File: src/rtl/vga_scan_gen_if.sv
// rtl/vga_scan_gen_if.sv - renderer and video-out signal bundle for vga_scan_gen
interface vga_scan_gen_if;
  logic        hit;
  logic [5:0]  luma;
  logic [10:0] h_count;
  logic [9:0]  v_count;
  logic        frame_start;
  logic [15:0] frame_count;
  logic        hsync;
  logic        vsync;
  logic        de;
  logic [5:0]  rgb;

  // Scan generator side: issues counts and video, consumes renderer results
  modport master (
    input  hit, luma,
    output h_count, v_count, frame_start, frame_count, hsync, vsync, de, rgb
  );

  // Renderer / display side
  modport slave (
    output hit, luma,
    input  h_count, v_count, frame_start, frame_count, hsync, vsync, de, rgb
  );
endinterface

File: src/rtl/vga_scan_gen.sv
// rtl/vga_scan_gen.sv - VGA timing counters, latency-matched syncs and rgb output stage
module vga_scan_gen #(
  parameter int H_DISPLAY  = 640,
  parameter int H_FRONT    = 16,
  parameter int H_SYNC     = 96,
  parameter int H_BACK     = 48,
  parameter int V_DISPLAY  = 480,
  parameter int V_FRONT    = 10,
  parameter int V_SYNC     = 2,
  parameter int V_BACK     = 33,
  parameter int PIX_DIV    = 1,
  parameter int RENDER_LAT = 4
) (
  input  logic           clk,
  input  logic           rst,
  vga_scan_gen_if.master bus
);
  localparam int H_TOTAL = H_DISPLAY + H_FRONT + H_SYNC + H_BACK;
  localparam int V_TOTAL = V_DISPLAY + V_FRONT + V_SYNC + V_BACK;
  localparam int DIV_W   = (PIX_DIV > 1) ? $clog2(PIX_DIV) : 1;

  localparam logic [DIV_W-1:0] DIV_LAST = DIV_W'(PIX_DIV - 1);
  localparam logic [10:0] H_LAST = 11'(H_TOTAL - 1);
  localparam logic [10:0] H_VIS  = 11'(H_DISPLAY);
  localparam logic [10:0] HS_BEG = 11'(H_DISPLAY + H_FRONT);
  localparam logic [10:0] HS_END = 11'(H_DISPLAY + H_FRONT + H_SYNC);
  localparam logic [9:0]  V_LAST = 10'(V_TOTAL - 1);
  localparam logic [9:0]  V_VIS  = 10'(V_DISPLAY);
  localparam logic [9:0]  VS_BEG = 10'(V_DISPLAY + V_FRONT);
  localparam logic [9:0]  VS_END = 10'(V_DISPLAY + V_FRONT + V_SYNC);

  logic [DIV_W-1:0]    div;
  logic                tick;
  logic                h_wrap;
  logic                v_wrap;
  logic [10:0]         h_count;
  logic [9:0]          v_count;
  logic [15:0]         frame_count;
  logic                raw_hsync;
  logic                raw_vsync;
  logic                raw_de;
  logic [RENDER_LAT:0] hsync_sr;
  logic [RENDER_LAT:0] vsync_sr;
  logic [RENDER_LAT:0] de_sr;
  logic [5:0]          rgb;

  assign tick   = (div == DIV_LAST);
  assign h_wrap = tick && (h_count == H_LAST);
  assign v_wrap = h_wrap && (v_count == V_LAST);

  // Raw timing decoded from the counts currently issued to the renderer
  assign raw_hsync = !((h_count >= HS_BEG) && (h_count < HS_END));
  assign raw_vsync = !((v_count >= VS_BEG) && (v_count < VS_END));
  assign raw_de    = (h_count < H_VIS) && (v_count < V_VIS);

  // Clock divider producing one pixel tick every PIX_DIV clocks
  always_ff @(posedge clk) begin
    if (rst || tick) div <= '0;
    else             div <= div + DIV_W'(1);
  end

  // Pixel and line counters, advancing only on pixel ticks
  always_ff @(posedge clk) begin
    if (rst) begin
      h_count <= '0;
      v_count <= '0;
    end else if (tick) begin
      if (h_wrap) begin
        h_count <= '0;
        v_count <= (v_count == V_LAST) ? '0 : v_count + 10'd1;
      end else begin
        h_count <= h_count + 11'd1;
      end
    end
  end

  // Frame counter bumps on the edge that wraps the counts back to (0,0)
  always_ff @(posedge clk) begin
    if (rst)         frame_count <= '0;
    else if (v_wrap) frame_count <= frame_count + 16'd1;
  end

  // Sync/enable delay lines so they line up with the renderer's answer
  always_ff @(posedge clk) begin
    if (rst) begin
      hsync_sr <= '1;
      vsync_sr <= '1;
      de_sr    <= '0;
    end else begin
      hsync_sr <= {hsync_sr[RENDER_LAT-1:0], raw_hsync};
      vsync_sr <= {vsync_sr[RENDER_LAT-1:0], raw_vsync};
      de_sr    <= {de_sr[RENDER_LAT-1:0], raw_de};
    end
  end

  // Colour stage: blank outside the visible area, luma-based grey on hit, else background
  always_ff @(posedge clk) begin
    if (rst)                     rgb <= '0;
    else if (!de_sr[RENDER_LAT-1]) rgb <= '0;
    else if (bus.hit)            rgb <= {3{bus.luma[5:4]}};
    else                         rgb <= 6'b000001;
  end

  // A reset on the wrap edge suppresses the pulse since the counts clear anyway
  assign bus.frame_start = v_wrap && !rst;
  assign bus.h_count     = h_count;
  assign bus.v_count     = v_count;
  assign bus.frame_count = frame_count;
  assign bus.hsync       = hsync_sr[RENDER_LAT];
  assign bus.vsync       = vsync_sr[RENDER_LAT];
  assign bus.de          = de_sr[RENDER_LAT];
  assign bus.rgb         = rgb;
endmodule

File: src/flat_wrapper.sv
// flat-port wrapper written by rule: the top's interface ports become plain ports
module vga_scan_gen_flat 
#(
  parameter int H_DISPLAY  = 640,
  parameter int H_FRONT    = 16,
  parameter int H_SYNC     = 96,
  parameter int H_BACK     = 48,
  parameter int V_DISPLAY  = 480,
  parameter int V_FRONT    = 10,
  parameter int V_SYNC     = 2,
  parameter int V_BACK     = 33,
  parameter int PIX_DIV    = 1,
  parameter int RENDER_LAT = 4
)
  (clk, rst, bus_hit, bus_luma, bus_h_count, bus_v_count, bus_frame_start, bus_frame_count, bus_hsync, bus_vsync, bus_de, bus_rgb);
  vga_scan_gen_if bus_i ();
  input  logic clk;
  input  logic rst;
  input wire logic [$bits(bus_i.hit)-1:0] bus_hit;
  input wire logic [$bits(bus_i.luma)-1:0] bus_luma;
  output wire logic [$bits(bus_i.h_count)-1:0] bus_h_count;
  output wire logic [$bits(bus_i.v_count)-1:0] bus_v_count;
  output wire logic [$bits(bus_i.frame_start)-1:0] bus_frame_start;
  output wire logic [$bits(bus_i.frame_count)-1:0] bus_frame_count;
  output wire logic [$bits(bus_i.hsync)-1:0] bus_hsync;
  output wire logic [$bits(bus_i.vsync)-1:0] bus_vsync;
  output wire logic [$bits(bus_i.de)-1:0] bus_de;
  output wire logic [$bits(bus_i.rgb)-1:0] bus_rgb;
  assign bus_i.hit = bus_hit;
  assign bus_i.luma = bus_luma;
  assign bus_h_count = bus_i.h_count;
  assign bus_v_count = bus_i.v_count;
  assign bus_frame_start = bus_i.frame_start;
  assign bus_frame_count = bus_i.frame_count;
  assign bus_hsync = bus_i.hsync;
  assign bus_vsync = bus_i.vsync;
  assign bus_de = bus_i.de;
  assign bus_rgb = bus_i.rgb;
  vga_scan_gen #(.H_DISPLAY(H_DISPLAY), .H_FRONT(H_FRONT), .H_SYNC(H_SYNC), .H_BACK(H_BACK), .V_DISPLAY(V_DISPLAY), .V_FRONT(V_FRONT), .V_SYNC(V_SYNC), .V_BACK(V_BACK), .PIX_DIV(PIX_DIV), .RENDER_LAT(RENDER_LAT)) u_core (.clk(clk), .rst(rst), .bus(bus_i));
endmodule
File: config.mk
export PLATFORM = sky130hd
export DESIGN_NAME = vga_scan_gen_flat
export DESIGN_NICKNAME = d
export VERILOG_FILES = /design/src/rtl/vga_scan_gen_if.sv /design/src/rtl/vga_scan_gen.sv /design/src/flat_wrapper.sv
export SDC_FILE = /design/constraint.sdc
export NUM_CORES = 1
export LEC_CHECK = 0
export BUFFER_PORTS_ARGS = -buffer_cell sky130_fd_sc_hd__buf_2
export CAP_MARGIN = 15
export CORE_ASPECT_RATIO = 1.2
export CORE_UTILIZATION = 30
export DETAILED_ROUTE_END_ITERATION = 6
export PLACE_DENSITY = 0.57
export SETUP_SLACK_MARGIN = 0.4
export SYNTH_ARGS = -nofsm -noshare
export SYNTH_HDL_FRONTEND = slang
export SYNTH_SLANG_ARGS = --single-unit
File: constraint.sdc
create_clock -name clk -period 1.7 [get_ports clk]
set_input_delay 0.17 -clock clk [delete_from_list [all_inputs] [get_ports clk]]
set_output_delay 0.17 -clock clk [all_outputs]
set_load 0.02 [all_outputs]
==> results.json <==
{
  "dr.pass1.iters": 6,
  "rsz0062_at_grt": "yes",
  "drive_gt1_share_pct": 47.8,
  "area_growth_pct": 42.8,
  "clock_latency_ps": 320,
  "power.leakage_nw": 1.43,
  "cts_made_buffers": 5,
  "final_area_um2": 3480,
  "ys_seq_elements": 56,
  "path_class": "reg -> reg",
  "fin_crit_ps": 1890,
  "grtUsageMet1_pct": 18.9,
  "switching_power_mw": 0.496,
  "status": "finished, violations left",
  "place.gp.congestion": 0.805,
  "syn_inst": 262,
  "drt_wl_total_mm": 6.14,
  "vias": 2334,
  "hold_buffers": 0,
  "synth_seq_area_share_pct": 46.0,
  "drc": 7,
  "intPower_mw": 1.63,
  "core-area_um2": 7790,
  "ios": 56,
  "vdd_drop_max_v": 0.000370,
  "drt-wirelength-per-cell_um": 13.6,
  "die_h_um": 101,
  "end_kind": "flip-flop",
  "n_fill_cell": 764,
  "synth-async-reset-ratio_pct": 0,
  "dp_cells": 433,
  "synth.avg_cell_area_um2": 9.30,
  "hpwl_mm": 4.14,
  "clockRootBuffer": "clkbuf_8",
  "synth_edf_count": 0,
  "hp-start": "bus_hit",
  "nets": 372,
  "path_clk_slew_ps": 110,
  "die_x_um": 84.3,
  "violations": "DRC, setup timing",
  "rows": 35,
  "synth_area_leader_cell": "dfxtp_1",
  "synth_ff_type": "dfxtp_1",
  "max-cap-violations": 0,
  "start_util_pct": 31.3,
  "synth_top_area_share_pct": 46.0,
  "setup_viol": 27,
  "p_comb_share_pct": 3.6,
  "antenna_found_initial": 0,
  "ant_nets": 0,
  "finalSetupTns_ps": -2540,
  "synth_cell_type_count": 41,
  "drt_iter0_drc": 123,
  "track_usage_pct": 14.8,
  "netlist_top_cells_count": "dfxtp_1, a21oi_1, or4_1, nand4_1, o31ai_1",
  "vias_per_cell": 5.16,
  "layout_setup_ws_ps": -189,
  "synth_area_um2": 2440,
  "grt-busiest-layer": "met2",
  "whs_ps": 72.6,
  "finalNonFillerCells": 452,
  "critPathRequiredTime_ps": 1950,
  "hold_viol": 0,
  "clockPowerShare_pct": 34.4,
  "gr-total-overflow": 0,
  "syn_nets": 275,
  "fin_util_pct": 44.6,
  "seq_power_share_pct": 62.0,
  "cts_tree": "built",
  "antennaDiodeCount": 0,
  "synth_area_leaders": "dfxtp_1, or4_1, a21oi_1",
  "r2r_start": "u_core.bus.h_count[0]",
  "slew_violations": 0,
  "met2_usage_pct": 25.5,
  "ctsLongestPathBuffers": 2,
  "start_kind": "flip-flop",
  "htreeDepth": 2,
  "die_area_um2": 8490,
  "skew_ps": 17.7,
  "fmaxAchievable_mhz": 529,
  "fin_crit_sh_pct": 111,
  "place_area_um2": 3150,
  "total_power_mw": 2.12,
  "hold_path.class": "in -> reg",
  "synth_most_common_cell": "dfxtp_1",
  "p_per_area_nw_per_um2": 611,
  "grt_pass1_vias": 2093,
  "use_met3_pct": 2.54,
  "io_buffers": 51,
  "cts.sinks": 56,
  "dp_worst_setup_slack_ps": -106,
  "switching_share_pct": 23.4,
  "grt_first_pass_wirelength_mm": 10.1,
  "grt_start_max_net_pins": 39,
  "cp_max_fo": 10,
  "startpoint": "u_core.bus.h_count[0]",
  "crit_arrival_ps": 2140,
  "yosysWarningCount": 0
}
-- power by group through the flow --
stage | Combinational, mW | Sequential, mW | Clock, mW
final | 0.0772 | 1.32 | 0.730
after global routing | 0.0849 | 1.32 | 0.806
after CTS | 0.0752 | 1.32 | 0.761
after detailed placement | 0.0720 | 1.35 | 0
after global placement | 0.0710 | 1.35 | 0
after floorplan | 0.0356 | 1.36 | 0
-- sequential cells by signal, summed over array words and instances (netlist names) --
register	flops
u_core.bus.frame_count	16
u_core.bus.h_count	11
u_core.bus.v_count	10
u_core.de_sr	5
u_core.hsync_sr	5
u_core.vsync_sr	5
u_core.bus.rgb	3
u_core.div	1
-- area by class of cell --
class	instances	area [um2]	share of cell area, %
multi-input combinational	183	1350	38.7
inverter	6	22.5	0.647
tap	92	115	3.31
clock inverter	3	18.8	0.539
clock buffer	5	68.8	1.98
timing repair buffer	107	749	21.5
sequential	56	1160	33.3
-- per-layer routing --
| layer | routed length (um) | part of all wire (%) |
|---|---|---|
| met4 | 71 | 1.2 |
| met2 | 3040 | 50 |
| met3 | 250 | 4.1 |
| met1 | 2780 | 45 |
| met5 | 0 | 0 |
-- final timing paths --
path                                                    to  slack (ps)  depth (start not counted)
worst min-delay path                     u_core.bus.rgb[0]          70                          2
worst min register to register          u_core.hsync_sr[2]         410                          1
worst max register to register  u_core.bus.frame_count[10]        -190                          7
worst max-delay path            u_core.bus.frame_count[10]        -190                          7
-- critical path: stages, from the launching register on --
cell     delay [ps]
dfxtp_4         380
ha_4            130
nor4b_4         230
buf_4           180
nand4_1         110
buf_6           160
or4_4           480
a21oi_2         140
-- cell usage in the layout (no fill, tap or decap), types with 6 or more instances in the layout --
cell / count
o31ai_1: 12
dfxtp_1: 41
or4_1: 12
dfxtp_4: 8
or2_2: 8
buf_2: 49
buf_6: 15
nor2_1: 12
nand2_1: 9
nand3_1: 12
dfxtp_2: 7
or3_1: 6
and3_1: 6
a21oi_1: 20
buf_4: 42
xor2_1: 10
nand4_1: 16
-- kinds of logic (layout without fill, tap and decap cells) --
| family | after synthesis | after routing | share of synthesized area, % |
|---|---|---|---|
| DFF | 56 | 56 | 46.0 |
| other | 1 | 1 | 0.154 |
| xor gates and xnor gates | 11 | 11 | 3.95 |
| and+or+nand+nor | 116 | 116 | 30.8 |
| AOI/OAI and AO/OA | 51 | 51 | 12.5 |
| buffers and inverters | 23 | 121 | 4.52 |
| adders and majority gates | 4 | 4 | 2.05 |
-- what timing repair did --
item                       4_1_cts  5_1_grt
cloned                           1        0
resized for setup               24       19
setup endpoints to repair       39       40
pin swaps                       21        5
setup buffers                    9        1
Note: power is estimated with default switching activity, not from simulation.
